[config.mk]
export PLATFORM = sky130hd
export DESIGN_NAME = bcd_button_accumulator
export DESIGN_NICKNAME = d
export VERILOG_FILES = /design/src/rtl/bcd_button_accumulator_pkg.sv /design/src/rtl/bcd_digit_add.sv /design/src/rtl/bcd_button_accumulator.sv
export SDC_FILE = /design/constraint.sdc
export NUM_CORES = 1
export LEC_CHECK = 0
export BUFFER_PORTS_ARGS = -buffer_cell sky130_fd_sc_hd__buf_2
export CORE_MARGIN = 8
export CORE_UTILIZATION = 54
export CTS_CLUSTER_DIAMETER = 120
export DETAILED_ROUTE_END_ITERATION = 8
export PLACE_DENSITY = 0.86
export SLEW_MARGIN = 25
export SYNTH_ARGS = -nofsm -noshare
export SYNTH_HDL_FRONTEND = slang
export SYNTH_SLANG_ARGS = --single-unit
[constraint.sdc]
create_clock -name clk -period 3.8 [get_ports clk]
set_clock_uncertainty 0.1 [all_clocks]
set_input_delay 0.38 -clock clk [delete_from_list [all_inputs] [get_ports clk]]
set_output_delay 0.38 -clock clk [all_outputs]
set_load 0.01 [all_outputs]
[src/rtl/bcd_button_accumulator_pkg.sv]
// Shared types and helpers for the digit-serial BCD button accumulator.
package bcd_acc_pkg;

    localparam int BCD_DIGIT_W = 4;
    localparam logic [BCD_DIGIT_W-1:0] BCD_MAX_DIGIT = 4'h9;

    typedef enum logic [1:0] {
        ST_IDLE   = 2'd0,
        ST_ADD    = 2'd1,
        ST_COMMIT = 2'd2
    } acc_state_t;

    function automatic logic is_bcd(input logic [BCD_DIGIT_W-1:0] nibble);
        return (nibble <= BCD_MAX_DIGIT);
    endfunction

endpackage

[src/rtl/bcd_digit_add.sv]
// Combinational single-digit BCD adder with carry in/out.
module bcd_digit_add
    import bcd_acc_pkg::*;
(
    input  logic [BCD_DIGIT_W-1:0] a,
    input  logic [BCD_DIGIT_W-1:0] b,
    input  logic                   cin,
    output logic [BCD_DIGIT_W-1:0] sum,
    output logic                   cout
);

    logic [BCD_DIGIT_W:0] raw;

    always_comb begin
        raw  = {1'b0, a} + {1'b0, b} + {{BCD_DIGIT_W{1'b0}}, cin};
        sum  = raw[BCD_DIGIT_W-1:0];
        cout = 1'b0;
        // Decimal correction: skipping the six unused codes wraps back into 0..9.
        if (raw > {1'b0, BCD_MAX_DIGIT}) begin
            sum  = raw[BCD_DIGIT_W-1:0] + 4'd6;
            cout = 1'b1;
        end
    end

endmodule

[src/rtl/bcd_button_accumulator.sv]
// Packed-BCD accumulator with digit-serial adds and atomic commit.
// Define BCD_ACC_SATURATE_EN to clamp to all nines on overflow instead of wrapping.
module bcd_button_accumulator
    import bcd_acc_pkg::*;
#(
    parameter int DIGITS  = 4,
    parameter int NUM_BTN = 4,
    parameter logic [NUM_BTN*4*DIGITS-1:0] BTN_STEP = {16'h0550, 16'h0200, 16'h0180, 16'h0010},
    parameter logic [4*DIGITS-1:0] PRESET_A = 16'h0010,
    parameter logic [4*DIGITS-1:0] PRESET_B = 16'h0205
) (
    input  logic                  clk,
    input  logic                  reset,
    input  logic [NUM_BTN-1:0]    btn,
    input  logic                  load_a,
    input  logic                  load_b,
    input  logic [4*DIGITS-1:0]   y_in,
    input  logic                  y_add,
    output logic [4*DIGITS-1:0]   acc_out,
    output logic                  busy,
    output logic                  done,
    output logic                  carry,
    output logic                  invalid
);

    localparam int ACC_W = BCD_DIGIT_W * DIGITS;
    localparam int IDX_W = (DIGITS > 1) ? $clog2(DIGITS) : 1;
    localparam logic [ACC_W-1:0] ALL_NINES = {DIGITS{BCD_MAX_DIGIT}};

    acc_state_t         state_q, state_d;
    logic [NUM_BTN-1:0] btn_q;
    logic [ACC_W-1:0]   acc_q, acc_d;
    logic [ACC_W-1:0]   op_q, op_d;
    logic [ACC_W-1:0]   work_q, work_d;
    logic [IDX_W-1:0]   idx_q, idx_d;
    logic               cy_q, cy_d;
    logic               carry_q, carry_d;
    logic               invalid_q, invalid_d;

    logic [NUM_BTN-1:0]     press;
    logic                   btn_hit;
    logic [ACC_W-1:0]       btn_operand;
    logic [ACC_W-1:0]       operand;
    logic [DIGITS-1:0]      nib_ok;
    logic                   operand_ok;
    logic [ACC_W-1:0]       load_val;
    logic [ACC_W-1:0]       work_shift;
    logic [BCD_DIGIT_W-1:0] sum_digit;
    logic                   sum_cout;
    logic                   overflow;

    assign press = btn & ~btn_q;

    // Descending scan so the lowest-index press is the one left standing.
    always_comb begin
        btn_hit     = 1'b0;
        btn_operand = '0;
        for (int i = NUM_BTN - 1; i >= 0; i--) begin
            if (press[i]) begin
                btn_hit     = 1'b1;
                btn_operand = BTN_STEP[i*ACC_W +: ACC_W];
            end
        end
    end

    assign operand = y_add ? y_in : btn_operand;

    for (genvar gi = 0; gi < DIGITS; gi++) begin : g_nib_chk
        assign nib_ok[gi] = is_bcd(operand[gi*BCD_DIGIT_W +: BCD_DIGIT_W]);
    end
    assign operand_ok = &nib_ok;

    assign load_val = (load_a && load_b) ? '0 : (load_a ? PRESET_A : PRESET_B);

    bcd_digit_add u_digit_add (
        .a    (work_q[BCD_DIGIT_W-1:0]),
        .b    (op_q[BCD_DIGIT_W-1:0]),
        .cin  (cy_q),
        .sum  (sum_digit),
        .cout (sum_cout)
    );

    assign overflow = (state_q == ST_ADD) && (idx_q == IDX_W'(DIGITS - 1)) && sum_cout;

    always_comb begin
        state_d   = state_q;
        acc_d     = acc_q;
        op_d      = op_q;
        work_d    = work_q;
        idx_d     = idx_q;
        cy_d      = cy_q;
        carry_d   = carry_q;
        invalid_d = 1'b0;

        // Finished digits enter at the top so after DIGITS steps the sum is in place.
        work_shift = work_q >> BCD_DIGIT_W;
        work_shift[ACC_W-1 -: BCD_DIGIT_W] = sum_digit;

        if (load_a || load_b) begin
            acc_d   = load_val;
            carry_d = 1'b0;
            state_d = ST_IDLE;
        end else begin
            case (state_q)
                ST_IDLE: begin
                    if (y_add || btn_hit) begin
                        if (operand_ok) begin
                            op_d    = operand;
                            work_d  = acc_q;
                            idx_d   = '0;
                            cy_d    = 1'b0;
                            state_d = ST_ADD;
                        end else begin
                            invalid_d = 1'b1;
                        end
                    end
                end
                ST_ADD: begin
                    work_d = work_shift;
                    op_d   = op_q >> BCD_DIGIT_W;
                    cy_d   = sum_cout;
                    idx_d  = idx_q + IDX_W'(1);
                    if (idx_q == IDX_W'(DIGITS - 1)) begin
                        state_d = ST_COMMIT;
                        carry_d = carry_q | overflow;
`ifdef BCD_ACC_SATURATE_EN
                        acc_d   = overflow ? ALL_NINES : work_shift;
`else
                        acc_d   = work_shift;
`endif
                    end
                end
                ST_COMMIT: begin
                    state_d = ST_IDLE;
                end
                default: begin
                    state_d = ST_IDLE;
                end
            endcase
        end
    end

    always_ff @(posedge clk) begin
        // Buttons track even in reset so a held press cannot fire on release of reset.
        btn_q <= btn;
        if (reset) begin
            state_q   <= ST_IDLE;
            acc_q     <= '0;
            op_q      <= '0;
            work_q    <= '0;
            idx_q     <= '0;
            cy_q      <= 1'b0;
            carry_q   <= 1'b0;
            invalid_q <= 1'b0;
        end else begin
            state_q   <= state_d;
            acc_q     <= acc_d;
            op_q      <= op_d;
            work_q    <= work_d;
            idx_q     <= idx_d;
            cy_q      <= cy_d;
            carry_q   <= carry_d;
            invalid_q <= invalid_d;
        end
    end

    assign acc_out = acc_q;
    assign busy    = (state_q == ST_ADD);
    assign done    = (state_q == ST_COMMIT);
    assign carry   = carry_q;
    assign invalid = invalid_q;

endmodule

==> reports/qor_table.md, run 1 <==
| Result | Value | Unit |
|:---|:---|:---|
| Signal arrival time at the worst endpoint | 3090 | ps |
| Total power of the final layout | 1.32 | mW |
| GP Congestion | 0.903 | - |
| Post-layout util | 0.649 | - |
| First-pass detailed-route iteration total | 5 | - |
| Critical-path top delay cell | fa_1 | - |
| Total count of hold-check failures in the final report | 0 | - |
| Post-CTS repair timing setup buffer count | 0 | - |
| Clock tree from TritonCTS | done | - |
| CP required | 3980 | ps |
| Clk sink count | 59 | - |
| Number of synthesis warnings | 0 | - |
| MaxCap Viol Count | 0 | - |
| Sequential share of the synthesized area | 0.440 | - |
| Fmax achieved | 0.344 | GHz |
| Leakage | 1.16 | nW |
| Number of CTS-inserted buffers | 9 | - |
| Number of endpoints failing setup at the final stage | 0 | - |
| Core Region | 0.00475 | sq mm |
| Slowest cell delay on critical path | 460 | ps |
| Detailed-placement wirelength estimate | 4430 | microns |
| Critical path startpoint category | flop | - |
| WS Path Type | flop to flop | - |
| Cts hold-fix bufs | 0 | - |
| Avg Vias per Cell | 5.79 | - |
| Clock root buffer | clkbuf_8 | - |
| Synthesized area per cell | 8.41 | sq um |
| Number of antenna-violating nets in the routed design | 0 | - |
| Boundary Pins | 45 | - |
| Area delta synth->final | 15.0 | % |
| Critical Path Fanout Max | 4 | - |
| Clock network latency to the later pin of the worst-skew pair | 340 | ps |
| Layout Nets | 386 | - |
| Pin count of the biggest net entering global routing | 42 | - |
| Hold Crit Class | primary input to flop | - |
| Clk slew on worst S/H paths | 70 | ps |
| Flip-flop and latch area | 0.00118 | sq mm |
| Number of global-route vias before repair | 2230 | - |
| Post-route design area | 0.00309 | sq mm |
| Worst-case clock buffer depth | 2 | - |
| Worst rel slew slack | 0.429 | - |
| R2R Setup Slk | 890 | ps |
| Count of fill cells added during filler insertion | 408 | - |
| Most used flip-flop cell after synthesis | dfxtp_1 | - |
| Critical R2R Launch | op_q[0] | - |
| Critical hold path startpoint | btn[2] | - |
| Die extent in y | 86.5 | microns |
| Remaining design rule violation count | 0 | - |
| Number of gates resized after cts | 0 | - |
| Share of post-route cells with drive strength above 1 | 0.196 | - |
| Total inserted antenna cells | 0 | - |
| Total Die Area | 0.00748 | sq mm |
| Placement-stage cell area | 0.00291 | sq mm |
| CTS HTree Levels | 3 | - |
| Count of flip-flops with a built-in enable after synthesis | 0 | - |
| Worst hold endpoint | btn_q[2] | - |
| Number of cells in the finished layout apart from fillers | 425 | - |
| Worst Setup End Kind | flop | - |
| GR Util All Layers | 0.178 | - |
| Unrepaired setup endpoints after global routing | false | - |
| Wire length of the first global-routing pass | 10500 | microns |
| Placement Rows | 25 | - |
| Asr flop ratio synth | 0 | - |
| Number of placed cells counting well taps | 410 | - |
| Clock period minus worst slack | 2910 | ps |
| Detailed router's first-iteration violation count | 199 | - |
| Number of max-slew violations in the final report | 0 | - |
| Final total negative setup slack | 0 | ps |
| Number of buffers added on ports | 44 | - |
| Hold path cells | 1 | - |
| Final cycle utilization of the critical path | 0.766 | - |
| Synthesized netlist net count | 351 | - |
| Routed WL | 6610 | microns |
| Setup slack of the critical path after layout | 890 | ps |
| Capturing point of the worst reg2reg path | acc_out[14] | - |
| Leftover overflow at the end of global routing | 0 | - |
| Power per standard cell area | 428 | mW/mm^2 |
| Post-Route Hold Slack | 47.7 | ps |
| Effective utilization at floorplan | 0.564 | - |
| Area occupied by multi-input gates | 0.00137 | sq mm |
| Synth unique cells | 47 | - |
| Via count | 2462 | - |
| Worst slack, placed | 869 | ps |
| Cells after Synth | 319 | - |
| Initial antenna violation count | 0 | - |
| Max rail drop VDD | 300 | uV |
| Wire per inst | 15.6 | microns |
| Worst R2R Path Depth | 9 | - |
| Result of the run | finished clean | - |
| Cell Chain, Critical Path | fa_1 > fa_1 > xnor2_1 > ha_1 > nor2b_1 > o41ai_4 > mux2_1 > o21ai_1 > nor2b_1 | - |
| Die extent in x | 86.5 | microns |
| Cell Area, Synth | 0.00268 | sq mm |
| Transition time of the tightest slew-check pin | 853 | ps |
| Post-synthesis sequential element count | 59 | - |
## cell usage after synthesis, drive strengths merged (2+ instances only)
cell type	n	area share
a211o	2	0.0065
a211oi	4	0.011
a21o	2	0.0065
a21oi	23	0.043
a221o	2	0.0075
a22oi	2	0.0056
a311oi	20	0.065
and3	6	0.016
buf	10	0.021
clkbuf	14	0.020
dfxtp	59	0.44
fa	2	0.015
ha	5	0.023
inv	5	0.0070
mux2i	3	0.011
nand2	66	0.093
nand2b	4	0.0093
nand3	8	0.015
nand4	3	0.0070
nand4b	2	0.0065
nor2	31	0.043
nor2b	6	0.014
nor3	8	0.015
o211ai	9	0.025
o21ai	5	0.0093
o41ai	2	0.014
xnor2	2	0.0065
## state kept, by name, indices dropped and copies added (netlist names)
| signal | flops |
|---|---|
| carry | 1 |
| invalid | 1 |
| acc_out | 16 |
| op_q | 16 |
| cy_q | 1 |
| idx_q | 2 |
| btn_q | 4 |
| work_q | 16 |
| state_q | 2 |
## critical path: cells and delay by family (launching register included)
kind / cells / cell delay (ps)
AOI/OAI and AO/OA: 2 / 440
xor gates and xnor gates: 1 / 170
adders and majority gates: 3 / 1120
DFF: 1 / 330
muxes: 1 / 380
and+or+nand+nor: 2 / 290
## metal layers
metal | up-vias | wire length, microns | track usage
met4 | 0 | 115 | 0.0970
met3 | 15 | 401 | 0.0359
li1 | 1210 | - | -
met5 | - | 0 | 0
met1 | 1143 | 2860 | 0.223
met2 | 94 | 3230 | 0.279
## cells in the final DEF, fill, tap and decap left out, types with 3 or more instances in the layout
master | Yosys | final
clkbuf_8 | 0 | 12
mux2i_1 | 3 | 3
a311oi_1 | 20 | 20
nand2b_1 | 4 | 4
dfxtp_1 | 59 | 59
nor3_1 | 8 | 8
o21ai_1 | 3 | 3
a21oi_1 | 23 | 23
o211ai_1 | 9 | 9
nand2_1 | 65 | 65
buf_4 | 3 | 4
a211oi_1 | 4 | 4
ha_1 | 5 | 5
buf_2 | 7 | 44
nor2_1 | 31 | 31
inv_1 | 4 | 4
and3_1 | 5 | 5
nor2b_1 | 6 | 6
nand3_1 | 8 | 8
nand4_1 | 3 | 3
## cell type report
| cell class | count | area share |
|---|---|---|
| clock inverters | 2 | 0.00324 |
| inverters | 5 | 0.00608 |
| multi-input cells | 231 | 0.445 |
| clock buffers | 13 | 0.0547 |
| well taps | 67 | 0.0272 |
| flip-flops and latches | 59 | 0.383 |
| repair buffers | 48 | 0.0811 |
## kinds of logic after synthesis
logic type / after synthesis / synth area share
AO/OA/AOI/OAI: 78 / 0.216
XOR/XNOR: 2 / 0.00653
adder cells (fa/ha/maj): 7 / 0.0382
buffers and inverters: 29 / 0.0480
flip-flops: 59 / 0.440
multiplexers: 4 / 0.0154
AND/OR/NAND/NOR: 140 / 0.235
## power by group
| group | internal [mW] | total [mW] | leakage [nW] | switching (mW) |
|---|---|---|---|---|
| Clock | 0.284 | 0.519 | 0.0953 | 0.235 |
| Combinational | 0.0596 | 0.146 | 0.582 | 0.0868 |
| Sequential | 0.640 | 0.655 | 0.480 | 0.0147 |
| Total | 0.984 | 1.32 | 1.16 | 0.336 |
## worst max path at each step
stage,start,to,cells past startpoint
4_1_cts,op_q[0],acc_out[14],9
5_1_grt,op_q[0],acc_out[14],9
3_3_place_gp,op_q[0],acc_out[14],9
3_5_place_dp,op_q[0],acc_out[14],9
6_report,op_q[0],acc_out[14],9
2_1_floorplan,op_q[0],acc_out[14],9
No activity file was read; power rests on OpenSTA's default activity.
==> inputs of run 2 (changes only) <==
==> constraint.sdc (replaced) <==
create_clock -name clk -period 3.1 [get_ports clk]
set_clock_uncertainty 0.1 [all_clocks]
set_input_delay 0.31 -clock clk [delete_from_list [all_inputs] [get_ports clk]]
set_output_delay 0.31 -clock clk [all_outputs]
set_load 0.01 [all_outputs]
==> reports/qor_table.md, run 2 (synthesis gave the netlist of run 1 again) <==
| Result | Value | Unit | Delta |
|:---|:---|:---|:---|
| Clock root buffer | clkbuf_8 | - |  |
| Met1 GRT Util | 0.238 | - | +0.0153 |
| Clk sink count | 59 | - | unchanged |
| Die extent in y | 86.5 | microns | unchanged |
| Critical R2R Launch | op_q[0] | - |  |
| Worst rel slew slack | 0.404 | - | -0.0253 |
| Number of CTS-inserted buffers | 9 | - | unchanged |
| Number of global-route vias before repair | 2347 | - | +5.2% |
| Avg Vias per Cell | 5.75 | - | -0.78% |
| Routed WL | 7040 | microns | +6.5% |
| CP required | 3190 | ps | -790 ps |
| Final total negative setup slack | 0 | ps | unchanged |
| Critical hold path startpoint | y_in[12] | - |  |
| Critical-path top delay cell | fa_1 | - |  |
| Clock period minus worst slack | 2900 | ps | -11.4 ps |
| Worst-case clock buffer depth | 2 | - | unchanged |
| Critical path startpoint category | flop | - |  |
| Post-CTS repair timing setup buffer count | 0 | - | unchanged |
| Clk slew on worst S/H paths | 60 | ps | about the same |
| Detailed router's first-iteration violation count | 230 | - | +16% |
| Slowest cell delay on critical path | 450 | ps | about the same |
| Number of buffer and inverter instances along the worst setup path | 1 | - | +1 |
| Total count of hold-check failures in the final report | 0 | - | unchanged |
| Number of endpoints failing setup at the final stage | 0 | - | unchanged |
| Critical Path Fanout Max | 3 | - | -1 |
| Post-route design area | 0.00313 | sq mm | +1.6% |
| Unrepaired setup endpoints after global routing | false | - |  |
| Core Region | 0.00475 | sq mm | unchanged |
| Highest-count cells in the layout ignoring fill and taps | nand2_1, dfxtp_1, buf_2, nor2_1, a21oi_1 | - |  |
| GR Util All Layers | 0.196 | - | +0.0181 |
| Number of antenna-violating nets in the routed design | 0 | - | unchanged |
| Total Die Area | 0.00748 | sq mm | unchanged |
| Leftover overflow at the end of global routing | 0 | - | unchanged |
| Leakage | 1.18 | nW | +1.9% |
| Most heavily used metal layer in global routing | met2 | - |  |
| Wire length of the first global-routing pass | 11600 | microns | +11% |
| Clock network latency to the later pin of the worst-skew pair | 330 | ps | about the same |
| M2 GR Usage | 0.313 | - | +0.0340 |
| Max rail drop VDD | 424 | uV | +41% |
| Met3 Track Usage GR | 0.0388 | - | +0.00284 |
| Cell family with most CP delay | adder cells | - |  |
| Final cycle utilization of the critical path | 0.935 | - | +0.169 |
| Remaining design rule violation count | 0 | - | unchanged |
| Hold Crit Class | primary input to flop | - |  |
| Transition time of the tightest slew-check pin | 891 | ps | +37.8 ps |
| Capturing point of the worst reg2reg path | acc_out[13] | - |  |
| Boundary Pins | 45 | - | unchanged |
| Layout Nets | 392 | - | +1.6% |
| WS Path Type | flop to flop | - |  |
| Die extent in x | 86.5 | microns | unchanged |
| Placement Rows | 25 | - | unchanged |
| First-pass detailed-route iteration total | 4 | - | -1 |
| R2R Setup Slk | 200 | ps | -690 ps |
| Clock tree from TritonCTS | done | - |  |
| Via count | 2483 | - | +0.85% |
| Share of post-route cells with drive strength above 1 | 0.195 | - | -0.00101 |
| Wire per inst | 16.3 | microns | +4.8% |
| Cell Chain, Critical Path | fa_1 > fa_1 > xnor2_1 > ha_1 > nor2b_1 > o41ai_4 > buf_4 > xnor2_1 > o21ai_1 > nor2b_1 | - |  |
| Hold path cells | 3 | - | +2 |
| GP Congestion | 0.915 | - | +1.3% |
| CTS HTree Levels | 3 | - | unchanged |
| Fmax achieved | 0.345 | GHz | +0.39% |
| MaxCap Viol Count | 0 | - | unchanged |
| Worst R2R Path Depth | 10 | - | +1 |
| Number of buffers added on ports | 44 | - | unchanged |
| Effective utilization at floorplan | 0.564 | - | unchanged |
| Power per standard cell area | 513 | mW/mm^2 | +20% |
| Area delta synth->final | 16.8 | % |  |
| Pin count of the biggest net entering global routing | 41 | - | -2.4% |
| Detailed-placement wirelength estimate | 4690 | microns | +5.8% |
| Post-Route Hold Slack | 161 | ps | +113 ps |
| Placement-stage cell area | 0.00292 | sq mm | +0.52% |
| Worst hold endpoint | op_q[12] | - |  |
| Worst Setup End Kind | flop | - |  |
| Most common cell after layout, fill and taps aside | nand2_1 | - |  |
| Total inserted antenna cells | 0 | - | unchanged |
| Number of max-slew violations in the final report | 0 | - | unchanged |
| Result of the run | finished clean | - |  |
| Initial antenna violation count | 0 | - | unchanged |
| Signal arrival time at the worst endpoint | 2990 | ps | -100 ps |
==> run 2: worst max path at each step <==
stage / from / endpoint / slack, ps / cells after the start
floorplan: op_q[0] / acc_out[14] / 380 / 9
CTS: op_q[0] / acc_out[13] / 190 / 10
finish: op_q[0] / acc_out[13] / 200 / 10
detailed placement: op_q[0] / acc_out[13] / 170 / 10
global route: op_q[0] / acc_out[13] / 30 / 10
global placement: op_q[0] / acc_out[14] / 350 / 9
==> run 2: report_power, final <==
part           total (mW)  internal, mW  switching, mW  leakage [nW]
Clock               0.615         0.332          0.283        0.0905
Combinational       0.189        0.0786          0.111         0.609
Sequential          0.802         0.784         0.0181         0.480
Total                1.61          1.19          0.412          1.18
==> run 2: per-stage QoR <==
stage | cells | total power, mW | utilization | setup WS (ps)
5_1_grt | 432 | 1.68 | 0.659 | 27.9
2_1_floorplan | 319 | 0.943 | - | 376
6_report | 432 | 1.61 | 0.659 | 201
3_3_place_gp | 412 | 0.992 | 0.614 | 355
3_5_place_dp | 412 | 1.00 | 0.614 | 173
4_1_cts | 432 | 1.61 | 0.659 | 188
==> run 2: cell type report <==
class                           instances  area, sq um
Clock buffer                           14          163
Clock inverter                          2         10.0
Fill cell                             393         1620
Inverter                                5         18.8
Multi-Input combinational cell        231         1370
Sequential cell                        59         1180
Tap cell                               67         83.8
Timing Repair Buffer                   54          305
==> run 2: repair_timing <==
| item | 4_1_cts | 5_1_grt |
|---|---|---|
| hold buffers | 4 | 0 |
| endpoints found under the hold margin | 4 | 0 |
| gates resized for setup | 0 | 0 |
==> run 2: layer usage <==
metal	wire, microns	share of wire
met1	2970	0.42
met2	3430	0.49
met3	414	0.059
met4	225	0.032
met5	0	0
==> run 2: tightest hold or removal path: stages <==
cell	delay [ps]
buf_2	100
nand4_1	70
a21oi_1	70
